--- src/rtl/exit_uart_reporter_if.sv ---
// Signal bundle between the SoC exit strobe/value and the exit UART reporter.
// The reporter takes the slave modport; the SoC side (or a bench) takes master.
interface exit_uart_reporter_if;
    logic        exit_valid_i;
    logic [31:0] exit_value_i;
    logic        uart_tx_o;
    logic        busy_o;
    logic        done_o;

    // No handshake back-pressure: the rising edge of exit_valid_i samples exit_value_i
    // once when the reporter is idle; busy_o is high for the whole report, and
    // done_o is sticky from the end of a report until the next capturing edge.
    modport slave (
        input  exit_valid_i,
        input  exit_value_i,
        output uart_tx_o,
        output busy_o,
        output done_o
    );

    modport master (
        output exit_valid_i,
        output exit_value_i,
        input  uart_tx_o,
        input  busy_o,
        input  done_o
    );
endinterface

--- src/rtl/exit_uart_reporter.sv ---
// Sends the 32-bit exit value as 8N1 bytes A5, v[7:0] .. v[31:24] on a rising exit_valid.
// Optional macro EXIT_REPORT_CHECKSUM_EN appends the XOR of those five bytes.
module exit_uart_reporter #(
    parameter int CLK_DIV = 868
) (
    input  logic                 clk_i,
    input  logic                 rst_i,
    exit_uart_reporter_if.slave  bus,
    output logic [1:0]           dbg_state_o
);

    localparam int BAUD_W = (CLK_DIV > 1) ? $clog2(CLK_DIV) : 1;
    localparam logic [BAUD_W-1:0] BAUD_LAST = BAUD_W'(CLK_DIV - 1);
`ifdef EXIT_REPORT_CHECKSUM_EN
    localparam int NUM_BYTES = 6;
`else
    localparam int NUM_BYTES = 5;
`endif
    localparam int SHIFT_W = 8 * NUM_BYTES;
    localparam logic [2:0] LAST_BYTE = 3'(NUM_BYTES - 1);
    localparam logic [7:0] SYNC_BYTE = 8'hA5;

    typedef enum logic [1:0] {
        S_IDLE  = 2'd0,
        S_START = 2'd1,
        S_DATA  = 2'd2,
        S_STOP  = 2'd3
    } state_t;

    state_t              r_state, r_state_nxt;
    logic                r_valid_q;
    logic [BAUD_W-1:0]   r_baud, r_baud_nxt;
    logic [2:0]          r_bit_cnt, r_bit_cnt_nxt;
    logic [2:0]          r_byte_cnt, r_byte_cnt_nxt;
    logic [SHIFT_W-1:0]  r_shift, r_shift_nxt;
    logic                r_tx, r_tx_nxt;
    logic                r_busy, r_busy_nxt;
    logic                r_done, r_done_nxt;

    logic                w_trigger;
    logic                w_bit_end;
    logic [2:0]          w_bit_inc;
    logic [SHIFT_W-1:0]  w_load;

    assign w_trigger = bus.exit_valid_i & ~r_valid_q;
    assign w_bit_end = (r_baud == BAUD_LAST);
    assign w_bit_inc = r_bit_cnt + 3'd1;

    // The whole frame is latched at once; byte 0 always sits in the low 8 bits.
`ifdef EXIT_REPORT_CHECKSUM_EN
    logic [7:0] w_chk;
    assign w_chk  = SYNC_BYTE ^ bus.exit_value_i[7:0] ^ bus.exit_value_i[15:8]
                  ^ bus.exit_value_i[23:16] ^ bus.exit_value_i[31:24];
    assign w_load = {w_chk, bus.exit_value_i, SYNC_BYTE};
`else
    assign w_load = {bus.exit_value_i, SYNC_BYTE};
`endif

    always_ff @(posedge clk_i or posedge rst_i) begin
        if (rst_i) begin
            r_state    <= S_IDLE;
            r_valid_q  <= 1'b1;
            r_baud     <= '0;
            r_bit_cnt  <= '0;
            r_byte_cnt <= '0;
            r_shift    <= '0;
            r_tx       <= 1'b1;
            r_busy     <= 1'b0;
            r_done     <= 1'b0;
        end else begin
            r_state    <= r_state_nxt;
            r_valid_q  <= bus.exit_valid_i;
            r_baud     <= r_baud_nxt;
            r_bit_cnt  <= r_bit_cnt_nxt;
            r_byte_cnt <= r_byte_cnt_nxt;
            r_shift    <= r_shift_nxt;
            r_tx       <= r_tx_nxt;
            r_busy     <= r_busy_nxt;
            r_done     <= r_done_nxt;
        end
    end

    // Line level for the next bit is registered on the edge that starts that bit.
    always_comb begin
        r_state_nxt    = r_state;
        r_baud_nxt     = r_baud;
        r_bit_cnt_nxt  = r_bit_cnt;
        r_byte_cnt_nxt = r_byte_cnt;
        r_shift_nxt    = r_shift;
        r_tx_nxt       = r_tx;
        r_busy_nxt     = r_busy;
        r_done_nxt     = r_done;

        if (r_state != S_IDLE) begin
            r_baud_nxt = w_bit_end ? '0 : r_baud + BAUD_W'(1);
        end

        case (r_state)
            S_IDLE: begin
                r_baud_nxt = '0;
                if (w_trigger) begin
                    r_state_nxt    = S_START;
                    r_shift_nxt    = w_load;
                    r_bit_cnt_nxt  = '0;
                    r_byte_cnt_nxt = '0;
                    r_tx_nxt       = 1'b0;
                    r_busy_nxt     = 1'b1;
                    r_done_nxt     = 1'b0;
                end
            end
            S_START: begin
                if (w_bit_end) begin
                    r_state_nxt   = S_DATA;
                    r_bit_cnt_nxt = '0;
                    r_tx_nxt      = r_shift[0];
                end
            end
            S_DATA: begin
                if (w_bit_end) begin
                    if (r_bit_cnt == 3'd7) begin
                        r_state_nxt = S_STOP;
                        r_tx_nxt    = 1'b1;
                    end else begin
                        r_bit_cnt_nxt = w_bit_inc;
                        r_tx_nxt      = r_shift[w_bit_inc];
                    end
                end
            end
            S_STOP: begin
                if (w_bit_end) begin
                    r_shift_nxt = {8'h00, r_shift[SHIFT_W-1:8]};
                    if (r_byte_cnt == LAST_BYTE) begin
                        r_state_nxt    = S_IDLE;
                        r_byte_cnt_nxt = '0;
                        r_busy_nxt     = 1'b0;
                        r_done_nxt     = 1'b1;
                    end else begin
                        r_state_nxt    = S_START;
                        r_byte_cnt_nxt = r_byte_cnt + 3'd1;
                        r_tx_nxt       = 1'b0;
                    end
                end
            end
            default: r_state_nxt = S_IDLE;
        endcase
    end

    assign bus.uart_tx_o = r_tx;
    assign bus.busy_o    = r_busy;
    assign bus.done_o    = r_done;
    assign dbg_state_o   = r_state;

endmodule

--- src/flat_wrapper.sv ---
// flat-port wrapper written by rule: the top's interface ports become plain ports
module exit_uart_reporter_flat 
#(
    parameter int CLK_DIV = 868
)
  (clk_i, rst_i, dbg_state_o, bus_exit_valid_i, bus_exit_value_i, bus_uart_tx_o, bus_busy_o, bus_done_o);
  exit_uart_reporter_if bus_i ();
  input  logic clk_i;
  input  logic rst_i;
  output logic [1:0] dbg_state_o;
  input wire logic [$bits(bus_i.exit_valid_i)-1:0] bus_exit_valid_i;
  input wire logic [$bits(bus_i.exit_value_i)-1:0] bus_exit_value_i;
  output wire logic [$bits(bus_i.uart_tx_o)-1:0] bus_uart_tx_o;
  output wire logic [$bits(bus_i.busy_o)-1:0] bus_busy_o;
  output wire logic [$bits(bus_i.done_o)-1:0] bus_done_o;
  assign bus_i.exit_valid_i = bus_exit_valid_i;
  assign bus_i.exit_value_i = bus_exit_value_i;
  assign bus_uart_tx_o = bus_i.uart_tx_o;
  assign bus_busy_o = bus_i.busy_o;
  assign bus_done_o = bus_i.done_o;
  exit_uart_reporter #(.CLK_DIV(CLK_DIV)) u_core (.clk_i(clk_i), .rst_i(rst_i), .bus(bus_i), .dbg_state_o(dbg_state_o));
endmodule
--- config.mk ---
export PLATFORM = sky130hd
export DESIGN_NAME = exit_uart_reporter_flat
export DESIGN_NICKNAME = d
export VERILOG_FILES = /design/src/rtl/exit_uart_reporter_if.sv /design/src/rtl/exit_uart_reporter.sv /design/src/flat_wrapper.sv
export SDC_FILE = /design/constraint.sdc
export NUM_CORES = 1
export LEC_CHECK = 0
export BUFFER_PORTS_ARGS = -buffer_cell sky130_fd_sc_hd__buf_2
export CORE_MARGIN = 3
export CORE_UTILIZATION = 62
export DETAILED_ROUTE_END_ITERATION = 6
export GPL_TIMING_DRIVEN = 0
export PLACE_DENSITY = 0.84
export SLEW_MARGIN = 10
export SYNTH_ARGS = -nofsm -noshare
export SYNTH_HDL_FRONTEND = slang
export SYNTH_SLANG_ARGS = --single-unit
--- constraint.sdc ---
create_clock -name clk_i -period 4.2 [get_ports clk_i]
set_clock_uncertainty 0.05 [all_clocks]
set_input_delay 0.21 -clock clk_i [delete_from_list [all_inputs] [get_ports clk_i]]
set_output_delay 0.21 -clock clk_i [all_outputs]
set_load 0.005 [all_outputs]
Word level (Yosys, flattened, before mapping)
Cells that the tools add are included.
W data, S select, Z words.
- bits in registers: 62
- bits of input ports: 35
- output and inout port bits: 5
- word-level logic and storage cells: 76
- add/subtract/negate cells: 3
- $lt $le $gt $ge: 1
- eq/ne operators: 14
- multiplexer cells: 37
- bitwise logic cells: 2
- reduce and logical (&&, ||, !) cells: 10
- operators by type and width (cell ; count):
    $mux W40 ; 2
    $pmux W40 S2 ; 1
    $mux W10 ; 3
    $mux W3 ; 6
    $reduce_and A5 Y1 ; 3
    $mux W1 ; 13
    $ne A2 B1 Y1 const B ; 6
    $add A10 B1 Y10 const B ; 1
    $eq A10 B10 Y1 const B ; 1
    $mux W2 ; 5
    $pmux W3 S3 ; 1
    $pmux W2 S4 ; 1
    $lt A3 B7 Y1 const B ; 1
    $add A3 B1 Y3 const B ; 2
    $eq A3 B3 Y1 const B ; 2
    $pmux W3 S2 ; 1
    $reduce_bool A2 Y1 ; 3
    $eq A2 B2 Y1 const B ; 2
    $ne A2 B2 Y1 const B ; 2
    $pmux W1 S2 ; 2
    $pmux W1 S4 ; 1
    $reduce_and A4 Y1 ; 1
    $bmux W1 S3 ; 1
    $reduce_and A3 Y1 ; 1
    5 further kinds ; 5

Depth between registers and ports, before layout
- word-level depth: 6
- mapped depth: 8
- mapped depth without buffers: 6

Least setup slack after synthesis
OpenSTA, ideal clock, no wires.
- path type: reg2reg
- start point: reg u_core.r_state[0], in the netlist u_core.dbg_state_o[0]
- end point: reg u_core.r_shift[10]
- setup time: 125 ps
- arrival time: 1790 ps
- required time: 4025 ps
- setup slack: 2235 ps
- stages on the path, launching flop included: 9
- path buffers: 2
- period minus slack after synthesis: 1965 ps
- cells stage by stage: dfrtp_1 > inv_1 > ha_1 > buf_2 > nor2b_1 > a41oi_4 > nor2_4 > buf_6 > mux2_4
- cells in the longest elaborated chain, start to end: 3
- elaborated cells on any way between the ends: 7
- classes of those cells: eq/ne: 3; mux: 1; reduce/logical: 3
- ends and longest elaborated chain (what ; line ; RTL):
    from (decl) ; exit_uart_reporter.sv:30 ; state_t r_state, r_state_nxt;
    from (signal assigned) ; exit_uart_reporter.sv:71 ; r_state <= r_state_nxt;
    $eq A2 B2 Y1 or $logic_not A2 Y1 (tied branches) ; exit_uart_reporter.sv:98 ; case (r_state)
    $ne A2 B1 Y1 (no source line) or $reduce_bool A2 Y1 (tied branches) ; -- ;
    $reduce_and A3 Y1 (no source line) ; -- ;
    to (signal assigned) ; exit_uart_reporter.sv:76 ; r_shift <= r_shift_nxt;
    to (decl) ; exit_uart_reporter.sv:35 ; logic [SHIFT_W-1:0] r_shift, r_shift_nxt;
Parallel ways exist; a longest one is shown, timed or not.
A chain may end at the register's enable or synchronous reset.

Worst setup path in the final report
- start point: reg u_core.r_state[0], in the netlist u_core.dbg_state_o[0]
- end point: reg u_core.r_shift[2]
The elaborated chain is that of the path after synthesis.

==> flow_summary.toml <==
[detailed_routing]
routed_via_density = 5.667
dr_total_vias = 2284
routedLengthMet1_um = 2802
met3_length_um = 242
top_layer = "met4"
drc_errors = 0
drt_pass1_iterations = 4
routed_wl_um = 6330
postRouteAntennaNets = 0
drtIter0Drc = 131
met2WireLength_um = 3189
wl_per_cell_um = 15.71

[finish]
mostFrequentLayoutCells = "dfrtp_1 (60), buf_2 (44), o21ai_0 (44), mux2i_1 (16), mux2_2 (14)"
insertedDiodeCount = 0
mostFrequentLayoutCell = "dfrtp_1"
synthToLayoutAreaGrowth_pct = 16.57
drive_above_1_share_pct = 27.98
nets = 375
final_cell_area_um2 = 3670
n_fill_cell = 350

[place]
gp_congestion = 0.7491
hpwl_um = 4420
placed_area_um2 = 3430
io_buffers = 39

[clocking]
cts_hold_buffers = 2
cts_tree = "built"
cts_setup_buffers = 0
cts_inserted_buffers = 9
clock_sink_count = 62
clockBufferDepth = 2
cts.clk_slew.worst_paths_ns = 0.07
clock_latency_ns = 0.33
clock-root-buffer = "clkbuf_8"
ctsResizeCount = 0
h-tree-depth = 3

[yosys]
postSynthCellCount = 279
synth_compound_area_share_pct = 16.34
synth.yosys.seq_area_share_pct = 49.36
synth_edf_count = 0
syn_area_per_cell_um2 = 11.28
synth_top_family_by_area = "compound AO/OA/AOI/OAI gates"
synth-simple-area-share_pct = 10.33
ys_ff_latch = 62
synth.area.top_cells = "dfrtp_1 (48%), o21ai_0 (7.0%), mux2i_1 (5.1%)"
ys.flop_type = "dfrtp_1"
synth_area_um2 = 3148
yosysTopAreaCellShare_pct = 47.69
synth_cell_types = 46
synth_fa_ha_area_share_pct = 3.577
syn_nets = 323
ys_async_sr_fraction_pct = 100.0
synthMuxAreaShare_pct = 13.67
ys.warnings.count = 0
yosys.area_share.xor_xnor_pct = 2.226
yosys.area.top_type = "dfrtp_1"

[flow_run]
drv_cap = 0

[worst_setup_path]
r2r_end = "u_core.r_shift[2]$_DFFE_PP0P_"
cp_slowest_stage_delay_ns = 0.54
crit_type = "flip-flop to flip-flop"
arrival_ns = 2.48
rr_worst_depth = 5
path_cells = "ha_1 -> buf_2 -> clkbuf_1 -> nand3_1 -> o22a_1"
cp_slowest_cell = "clkbuf_1"
ff2ff_setup_slack_ns = 1.89
r2r-start = "u_core.dbg_state_o[0]$_DFFE_PP0P_"
crit_path_end_kind = "flip-flop"
cp-start-kind = "flip-flop"
path_max_fanout = 10
required_ns = 4.37
startpoint = "u_core.dbg_state_o[0]$_DFFE_PP0P_"
crit_end = "u_core.r_shift[2]$_DFFE_PP0P_"

[timing]
slew_headroom_pct = 49.86
post-route-period-util_pct = 55.09
max_freq_ghz = 0.4322
hold_ws_ns = 0.07000
tightest_slew_ns = 0.7521
slew_violations = 0
final_hold_viol_count = 0
setup_tns_ns = 0
fin_crit_ns = 2.314
setup_viol = 0
rsz0062_at_grt = "false"

[global_route]
antenna_found_initial = 0
overflow = 0
grt_pass1_vias = 2346
track_usage_pct = 23.39
grt_max_degree = 63
grt_pass1_wl_um = 11080

[floorplan]
die_w_um = 77.26
num_io_pins = 40
start_util_pct = 65.35
fp.coreArea_um2 = 4817
die_h_um = 77.26
dieArea_um2 = 5968
rows = 25

[power_and_ir_drop]
ir_worst_vdd_mv = 0.4139
leakage_nw = 1.650
power_mw = 2.494
p_per_area_nw_per_um2 = 679.7

[status]
status = "finished, final reports clean"

[worst_hold_path]
min_path_type = "primary input to flip-flop"
worst max-delay path, delay by kind of cell, from the launching register on:
kind                     cells  cell delay (ns)
buffers and inverters        2             0.81
AO/OA/AOI/OAI                1             0.28
AND/OR/NAND/NOR              1             0.30
adder cells (fa/ha/maj)      1             0.31
flip-flops                   1             0.44
power breakdown:
part | total [mW] | switching (mW) | internal, mW
sequential | 0.918 | 0.118 | 0.800
combinational | 1.01 | 0.540 | 0.470
clock | 0.567 | 0.227 | 0.340
registers in the layout, summed over array words and instances (netlist names):
| register | count |
|---|---|
| u_core.r_byte_cnt | 3 |
| u_core.r_bit_cnt | 3 |
| u_core.bus.uart_tx_o | 1 |
| u_core.dbg_state_o | 2 |
| u_core.bus.busy_o | 1 |
| u_core.r_baud | 10 |
| u_core.r_shift | 40 |
| u_core.bus.done_o | 1 |
| u_core.r_valid_q | 1 |
kinds of logic (layout without fill, tap and decap cells):
kind of cell	Yosys count	count (layout)
compound gates	79	79
xor+xnor	8	8
fa+ha+maj	9	9
buf+inv	26	83
flops	62	62
mux	37	37
simple gates	58	58
cells in the mapped netlist (6+ instances only):
cell and count:
dfrtp_1 60, o21ai_0 44, mux2i_1 16, mux2_2 14, nand2b_1 12, nor2_1 11
ha_1 9, a22o_1 8, inv_1 8, nand2_1 7, nor3_1 7, o21ai_1 7
clkbuf_1 6, mux2_4 6, nand3_1 6
through the flow:
stage / instances / utilization [%] / setup WS (ns)
floorplan: 279 / - / 2.235
global placement: 385 / 71.14 / 1.661
detailed placement: 385 / 71.19 / 1.878
CTS: 403 / 76.18 / 1.862
global route: 403 / 76.18 / 1.672
finish: 403 / 76.18 / 1.886
how the worst min path moves through the flow:
stage                               startpoint                        endpoint  slack, ns  cells past startpoint
after floorplan               bus_exit_valid_i      u_core.r_valid_q$_DFF_PP1_       0.16                      0
after global placement        bus_exit_valid_i      u_core.r_valid_q$_DFF_PP1_       0.28                      1
after detailed placement      bus_exit_valid_i      u_core.r_valid_q$_DFF_PP1_       0.28                      1
after CTS                 bus_exit_value_i[30]  u_core.r_shift[38]$_DFFE_PP0P_       0.06                      3
after global routing      bus_exit_value_i[24]  u_core.r_shift[32]$_DFFE_PP0P_        0.1                      3
final                     bus_exit_value_i[29]  u_core.r_shift[37]$_DFFE_PP0P_       0.07                      3
cell type report:
type                            count  area (um^2)  share of cell area, %
Sequential cell                    62         1554                  42.35
Tap cell                           67        83.83                  2.284
Buffer                             18        111.4                  3.034
Timing Repair Buffer               41        215.2                  5.864
Inverter                            8        32.53                 0.8865
Multi-Input combinational cell    191         1453                  39.58
Clock inverter                      2        37.54                  1.023
Clock buffer                       14        182.7                  4.978
layer usage:
layer	track usage, %	vias to the layer above
li1	-	1101
met5	0	-
met4	10.50	0
met2	38.86	57
met1	29.44	1116
met3	4.812	10
Note: power is estimated with default switching activity, not from simulation.
